File: src/rtl/mem_port_arbiter.sv
// Arbiter for the shared memory data port: CPU load/store path vs DMA bulk loader.
// Optional statistics counters are enabled with `define MEM_ARB_STATS_EN.
module mem_port_arbiter #(
  parameter int ADDR_W   = 32,
  parameter int DATA_W   = 32,
  parameter int MAX_WAIT = 4,
  parameter int LOCK_MAX = 16
) (
  input  logic                clk,
  input  logic                rst_n,
  input  logic                cpu_req,
  input  logic [DATA_W/8-1:0] cpu_wen,
  input  logic [2:0]          cpu_storecntrl,
  input  logic [ADDR_W-1:0]   cpu_addr,
  input  logic [DATA_W-1:0]   cpu_wdata,
  output logic                cpu_hold,
  output logic                cpu_rvalid,
  output logic [DATA_W-1:0]   cpu_rdata,
  input  logic                dma_req,
  input  logic                dma_lock,
  input  logic [DATA_W/8-1:0] dma_wen,
  input  logic [ADDR_W-1:0]   dma_addr,
  input  logic [DATA_W-1:0]   dma_wdata,
  output logic                dma_gnt,
  output logic                dma_rvalid,
  output logic [DATA_W-1:0]   dma_rdata,
  output logic                mem_en,
  output logic [DATA_W/8-1:0] mem_wen,
  output logic [2:0]          mem_storecntrl,
  output logic [ADDR_W-1:0]   mem_addr,
  output logic [DATA_W-1:0]   mem_din,
  input  logic [DATA_W-1:0]   mem_dout
`ifdef MEM_ARB_STATS_EN
  ,
  output logic [15:0]         cpu_stall_cnt,
  output logic [15:0]         dma_starve_cnt
`endif
);

  localparam int BE_W   = DATA_W / 8;
  localparam int WAIT_W = $clog2(MAX_WAIT + 1);
  localparam int LOCK_W = $clog2(LOCK_MAX + 1);

  typedef enum logic {ST_PRI, ST_LOCK} state_t;

  state_t            r_state;
  logic [WAIT_W-1:0] r_wait_cnt;
  logic [LOCK_W-1:0] r_lock_cnt;
  logic              r_rd_pend;
  logic              r_rd_owner_dma;

  logic w_wait_full;
  logic w_lock_full;
  logic w_dma_gnt;
  logic w_cpu_gnt;
  logic w_rd_grant;

  assign w_wait_full = (r_wait_cnt == WAIT_W'(MAX_WAIT));
  assign w_lock_full = (r_lock_cnt == LOCK_W'(LOCK_MAX));

  // DMA wins when the CPU is idle, when it has starved, or while a burst lock is still within budget
  assign w_dma_gnt = dma_req & (~cpu_req | w_wait_full |
                                ((r_state == ST_LOCK) & ~w_lock_full));
  assign w_cpu_gnt = cpu_req & ~w_dma_gnt;

  assign dma_gnt  = w_dma_gnt;
  assign cpu_hold = cpu_req & ~w_cpu_gnt;
  assign mem_en   = w_cpu_gnt | w_dma_gnt;

  always_comb begin
    mem_wen        = '0;
    mem_storecntrl = 3'b000;
    mem_addr       = '0;
    mem_din        = '0;
    if (w_dma_gnt) begin
      mem_wen  = dma_wen;
      mem_addr = dma_addr;
      mem_din  = dma_wdata;
    end else if (w_cpu_gnt) begin
      mem_wen        = cpu_wen;
      mem_storecntrl = cpu_storecntrl;
      mem_addr       = cpu_addr;
      mem_din        = cpu_wdata;
    end
  end

  assign w_rd_grant = mem_en & (mem_wen == BE_W'(0));

  always_ff @(posedge clk or negedge rst_n) begin
    if (!rst_n) begin
      r_state        <= ST_PRI;
      r_wait_cnt     <= '0;
      r_lock_cnt     <= '0;
      r_rd_pend      <= 1'b0;
      r_rd_owner_dma <= 1'b0;
    end else begin
      r_rd_pend <= w_rd_grant;
      if (w_rd_grant) begin
        r_rd_owner_dma <= w_dma_gnt;
      end

      if (!dma_req || w_dma_gnt) begin
        r_wait_cnt <= '0;
      end else if (!w_wait_full) begin
        r_wait_cnt <= r_wait_cnt + WAIT_W'(1);
      end

      case (r_state)
        ST_PRI: begin
          if (w_dma_gnt && dma_lock) begin
            r_state    <= ST_LOCK;
            r_lock_cnt <= LOCK_W'(1);
          end
        end
        ST_LOCK: begin
          if (!dma_req || (w_dma_gnt && !dma_lock)) begin
            r_state    <= ST_PRI;
            r_lock_cnt <= '0;
          end else if (w_dma_gnt) begin
            // A full lock only grants again when the CPU is idle (restart at 1) or the DMA starved (stay saturated)
            if (w_lock_full) begin
              r_lock_cnt <= cpu_req ? r_lock_cnt : LOCK_W'(1);
            end else begin
              r_lock_cnt <= r_lock_cnt + LOCK_W'(1);
            end
          end else if (w_cpu_gnt && w_lock_full) begin
            r_lock_cnt <= '0;
          end
        end
        default: begin
          r_state    <= ST_PRI;
          r_lock_cnt <= '0;
        end
      endcase
    end
  end

  assign cpu_rvalid = r_rd_pend & ~r_rd_owner_dma;
  assign dma_rvalid = r_rd_pend &  r_rd_owner_dma;
  assign cpu_rdata  = mem_dout;
  assign dma_rdata  = mem_dout;

`ifdef MEM_ARB_STATS_EN
  always_ff @(posedge clk or negedge rst_n) begin
    if (!rst_n) begin
      cpu_stall_cnt  <= '0;
      dma_starve_cnt <= '0;
    end else begin
      if (cpu_hold && (cpu_stall_cnt != 16'hFFFF)) begin
        cpu_stall_cnt <= cpu_stall_cnt + 16'd1;
      end
      if (w_wait_full && (dma_starve_cnt != 16'hFFFF)) begin
        dma_starve_cnt <= dma_starve_cnt + 16'd1;
      end
    end
  end
`endif

endmodule

File: config.mk
export PLATFORM = sky130hd
export DESIGN_NAME = mem_port_arbiter
export DESIGN_NICKNAME = d
export VERILOG_FILES = /design/src/rtl/mem_port_arbiter.sv
export SDC_FILE = /design/constraint.sdc
export NUM_CORES = 1
export LEC_CHECK = 0
export BUFFER_PORTS_ARGS = -buffer_cell sky130_fd_sc_hd__buf_2
export CELL_PAD_IN_SITES_DETAIL_PLACEMENT = 0
export CELL_PAD_IN_SITES_GLOBAL_PLACEMENT = 2
export CORE_ASPECT_RATIO = 0.75
export CORE_MARGIN = 4
export CORE_UTILIZATION = 13
export CTS_BUF_LIST = sky130_fd_sc_hd__clkbuf_8
export CTS_CLUSTER_SIZE = 30
export DETAILED_ROUTE_END_ITERATION = 8
export PLACE_DENSITY_LB_ADDON = 0.1
export SYNTH_ARGS = -nofsm -noshare
export SYNTH_HDL_FRONTEND = slang
export SYNTH_SLANG_ARGS = --single-unit
File: constraint.sdc
create_clock -name clk -period 2.7 [get_ports clk]
set_input_delay 0.135 -clock clk [delete_from_list [all_inputs] [get_ports clk]]
set_output_delay 0.135 -clock clk [all_outputs]
set_load 0.02 [all_outputs]
; Yosys cells after proc, flatten, opt, wreduce, memory -nomap -nowiden
; Cells that the tools add are included.
; Widths: inputs -> output; s select.
[totals]
reg_bits = 11
rom_bits = 0
n_memories = 0
mem_bits_rw = 0
out_inout_bits = 140
latch_bits = 0
inputBits = 176
elab_cells = 58
[op_classes]
addsub = 2
shift = 0
mux = 20
bitwise_logic = 16
mul = 0
n_div = 0
n_lt_le_gt_ge = 0
reduce_logical = 9
eq_ne = 6
[op_table]
columns = cell, count
row1 = $mux 32, 4
row2 = $mux 5, 6
row3 = $mux 3, 4
row4 = $pmux 5 s2, 1
row5 = $mux 4, 2
row6 = $and 1x1->1, 7
row7 = $not 1->1, 6
row8 = $add 5x1->5 const B, 1
row9 = $eq 5x5->1 const B, 1
row10 = $ne 5x4->1 const B, 1
row11 = $logic_not 4->1, 1
row12 = $ne 4x1->1 const B, 1
row13 = $add 3x1->3 const B, 1
row14 = $eq 3x3->1 const B, 1
row15 = $logic_and 1x1->1, 3
row16 = $or 1x1->1, 3
row17 = $reduce_and 3->1, 1
row18 = $logic_not 1->1, 2
row19 = $logic_or 1x1->1, 2
row20 = $mux 1, 2
row21 = $ne 2x1->1 const B, 1
row22 = $ne 2x2->1 const B, 1
row23 = $pmux 1 s2, 1

; Depth between registers and ports, before layout
[depth]
word_depth = 12
mapped_depth = 10
depth_no_buf = 8

; Worst setup path after synthesis
; Ideal clock, no wire load.
[synth_timing]
path_kind = reg-to-output
from = register r_wait_cnt[0]
to = output mem_wen[3]
setup_slack_ps = 592
path_stages_with_launch = 10
path_buffers = 2
t_arrival_ps = 1973
t_required_ps = 2565
path_cell_list = dfrtp_1 > inv_1 > ha_1 > a21boi_2 > a21boi_4 > nand2b_4 > buf_6 > inv_2 > buf_2 > o21ai_0
[synth_via]
elab_chain_cells = 8
[synth_lines]
columns = item, line_no
row1 = from (decl), 47  ; logic [WAIT_W-1:0] r_wait_cnt;
row2 = from (signal assigned), 105  ; r_wait_cnt <= r_wait_cnt + WAIT_W'(1);
row3 = $eq 3x3->1 *, 58  ; assign w_wait_full = (r_wait_cnt == WAIT_W'(MAX_WAIT));
row4 = $or 1x1->1 * (2 in series), 62  ; assign w_dma_gnt = dma_req & (~cpu_req | w_wait_full |
row5 = $and 1x1->1 *, 62
row6 = $not 1->1, 64  ; assign w_cpu_gnt = cpu_req & ~w_dma_gnt;
row7 = $and 1x1->1, 64
row8 = $mux 4, 79  ; end else if (w_cpu_gnt) begin
row9 = $mux 4 *, 75  ; if (w_dma_gnt) begin
row10 = to (decl), 28  ; output logic [DATA_W/8-1:0] mem_wen,
; Every way passes the cells marked *; elsewhere a longest branch is shown, timed or not.

; Worst setup path after layout
[layout_timing]
from = register r_lock_cnt[0]
to = output mem_din[22]
[layout_via]
elab_chain_cells = 9
[layout_lines]
columns = item, line_no
row1 = from (decl), 48  ; logic [LOCK_W-1:0] r_lock_cnt;
row2 = from (signal assigned), 122  ; r_lock_cnt <= cpu_req ? r_lock_cnt : LOCK_W'(1);
row3 = from (signal assigned), 124  ; r_lock_cnt <= r_lock_cnt + LOCK_W'(1);
row4 = $eq 5x5->1 *, 59  ; assign w_lock_full = (r_lock_cnt == LOCK_W'(LOCK_MAX));
row5 = $not 1->1 *, 63  ; ((r_state == ST_LOCK) & ~w_lock_full));
row6 = $and 1x1->1 *, 63
row7 = $or 1x1->1 *, 62
row8 = $and 1x1->1 *, 62
row9 = $not 1->1, 64
row10 = $and 1x1->1, 64
row11 = $mux 32, 79
row12 = $mux 32 *, 75
row13 = to (decl), 31  ; output logic [DATA_W-1:0] mem_din,
; Marked as above.

==> impl_metrics.csv <==
group,metric,value,unit
timing,slew_headroom,0.446,
timing,hold_violations,0,
grt,grt_first_pass_wirelength,15.0,mm
run,max_cap_viol_count,0,
worst_setup_path,path_common_cell,"nand2_1",
logic_synthesis,synth_nets,550,
detailed_routing,dr.pass1.iters,4,
cts,cts_root_buf,"clkbuf_8",
cts,clock_path_buffers,2,
placement,hpwlAfterDp,8.11,mm
final_layout,syn_to_final_growth,40.2,%
timing,worstMarginPinSlew,830,ps
cts,htreeDepth,1,
grt,grt_usage,0.0990,
placement,place_congestion,0.718,
die,core,0.0162,mm2
timing,worst_hold_slack,205,ps
timing,rsz0062_at_grt,"false",
detailed_routing,vias_per_cell,3.96,
timing,fin_tns_setup,0,ps
logic_synthesis,synth-seq-area-share,0.126,
logic_synthesis,synth_warnings,0,
final_layout,final_common_cell,"buf_2",
placement,dpl-instance-area,0.00300,mm2
cts,cts_made_buffers,3,
detailed_routing,drtAntennaViolNets,0,
cts,cts.sinks,11,
logic_synthesis,syn-cell-area,0.00218,mm2
final_layout,final_nets,692,
detailed_routing,drt_iter0_markers,157,
timing,setup_viol,0,
logic_synthesis,syn_inst,370,
timing,finalCritPeriodShare,0.903,
die,ios,316,
final_layout,ff_latch_area,275,um2
logic_synthesis,synth_seq_cells,11,
logic_synthesis,syn_area_per_cell,5.89,um2
timing,post-route-min-period,2440,ps
worst_setup_path,slowest_delay,400,ps
final_layout,drive_above_1_share,0.458,
cts,cts_resized,0,
status,run_status,"completed",
detailed_routing,wl_per_cell,14.5,um
final_layout,multi_input_area,0.00128,mm2
cts,cts_tree,"built",
placement,io_buffers,219,
grt,grt_pass1_vias,2805,
detailed_routing,wirelength,10.4,mm
timing,drv_slew,0,
power_and_ir_drop,p_total,0.914,mW
worst_setup_path,crit_fanout,50,
detailed_routing,vias,2858,
timing,finalClockSkew,0.571,ps
cts,clk_pin_slew_worst_paths,50,ps
die,die_w,158,um
final_layout,layout_common_cells,"219 x buf_2, 143 x nand2_1, 73 x nand3_1",
placement,place_ws,462,ps
grt,overflow,0,
timing,layout_setup_ws,261,ps
die,start_util,0.134,
worst_setup_path,cp_cell_sequence,"inv_1, ha_1, nand4bb_2, a21boi_4, nand2b_4, inv_2, buf_12, nand2_1, nand2_1, buf_2",
final_layout,n_fill_cell,1934,
grt,antenna_found_initial,5,
grt,grt_max_degree,74,
die,die_y,120,um
worst_setup_path,worstSetupStartpointType,"flop",
logic_synthesis,ys_types,34,
power_and_ir_drop,ir_worst_vdd,0.114,mV
worst_setup_path,cp.required,2570,ps
final_layout,fin_area,0.00306,mm2
worst_setup_path,criticalPathCategory,"reg -> out",
worst_setup_path,crit_slowest_cell,"dfrtp_1",
die,dieArea,0.0189,mm2
worst_setup_path,endpoint_kind,"output pin",
power_and_ir_drop,power_density,299,mW/mm2
timing,clock.fmax,0.410,GHz
detailed_routing,drc,0,
die,rows,40,
min_path,hp-class,"in -> reg",
power_and_ir_drop,leakagePower,1.86,nW
cts,clk_latency,240,ps
worst_setup_path,cp.arrival,2300,ps
-- per-stage QoR --
stage / utilization / cells
2_1_floorplan: - / 370
3_3_place_gp: 0.185 / 716
3_5_place_dp: 0.185 / 716
4_1_cts: 0.188 / 721
5_1_grt: 0.189 / 722
6_report: 0.189 / 722
-- report_power, final --
group	internal, mW	switching [mW]	total (mW)	leakage [nW]
Combinational	0.216	0.342	0.558	1.69
Clock	0.100	0.0637	0.164	0.0269
Sequential	0.179	0.0135	0.193	0.148
-- final timing paths --
path,cells past startpoint,to,startpoint,slack [ps]
setup / recovery,10,mem_din[22],r_lock_cnt[0],260
hold / removal,3,r_state,dma_lock,200
setup reg to reg,7,r_lock_cnt[3],r_lock_cnt[0],660
hold reg to reg,1,r_wait_cnt[0],r_wait_cnt[0],450
max in group asynchronous,2,r_lock_cnt[3],rst_n,2170
min in group asynchronous,2,r_rd_pend,rst_n,310
-- cells in the mapped netlist --
cell | instances | area [um2]
a211oi_1 | 1 | 7.51
a21boi_2 | 1 | 11.3
a21boi_4 | 1 | 18.8
a21oi_1 | 2 | 10.0
a22o_1 | 1 | 8.76
a31oi_1 | 1 | 6.26
a32o_1 | 1 | 10.0
and2_1 | 4 | 25.0
and3_1 | 1 | 6.26
and4bb_2 | 1 | 12.5
buf_2 | 7 | 35.0
buf_4 | 67 | 503
buf_6 | 1 | 11.3
clkbuf_1 | 12 | 45.0
dfrtp_1 | 11 | 275
ha_1 | 4 | 50.1
inv_1 | 7 | 26.3
inv_2 | 1 | 3.75
nand2_1 | 143 | 537
nand2b_1 | 1 | 6.26
nand2b_4 | 1 | 13.8
nand3_1 | 73 | 365
nand4bb_2 | 1 | 16.3
nor2_1 | 5 | 18.8
nor2b_1 | 3 | 18.8
o2111ai_1 | 1 | 8.76
o211ai_1 | 2 | 15.0
o211ai_2 | 1 | 12.5
o21ai_0 | 7 | 35.0
o311a_1 | 1 | 10.0
o31ai_1 | 4 | 30.0
or3_1 | 1 | 6.26
or4_4 | 1 | 11.3
xnor2_1 | 1 | 8.76
-- state kept, by name, indices dropped and copies added, names as in the netlist --
signal / flops
r_lock_cnt: 5
r_wait_cnt: 3
r_rd_owner_dma: 1
r_rd_pend: 1
r_state: 1
-- final cells by class --
class / instances / share of cell area
sequential: 11 / 0.0901
antenna: 1 / 0.000819
timing repair buffer: 224 / 0.380
inverter: 8 / 0.00982
clock buffer: 3 / 0.0135
clock inverter: 1 / 0.00123
multi-input combinational: 264 / 0.419
tap: 210 / 0.0860
-- what timing repair did --
action	CTS	global route
setup endpoints to repair	0	0
buffers inserted	0	0
hold endpoints to repair	11	0
hold buffers	1	0
-- worst max-delay path, delay by kind of cell (launching register included) --
kind / cells / cell delay, ps
compound gates: 1 / 80
flops: 1 / 400
buf+inv: 4 / 860
fa+ha+maj: 1 / 210
simple gates: 4 / 470
-- logic make-up (layout without fill, tap and decap cells) --
| family | count (synthesis) | count (layout) | share of synthesized area |
|---|---|---|---|
| buf+inv | 95 | 236 | 0.286 |
| fa+ha+maj | 4 | 4 | 0.0230 |
| simple gates | 235 | 235 | 0.476 |
| compound gates | 24 | 24 | 0.0844 |
| flops | 11 | 11 | 0.126 |
| xor+xnor | 1 | 1 | 0.00402 |
| other cells | 0 | 1 | 0 |
-- layer usage --
layer  part of all wire  vias up  track usage  wire length, um
met3               0.14       17       0.0537             1510
met4             0.0066        8       0.0107               69
met2               0.44      179        0.165             4610
li1                   -     1424            -                -
met1               0.40     1230        0.116             4190
met5             0.0046        -            0               48
(Power assumes the default switching activity.)
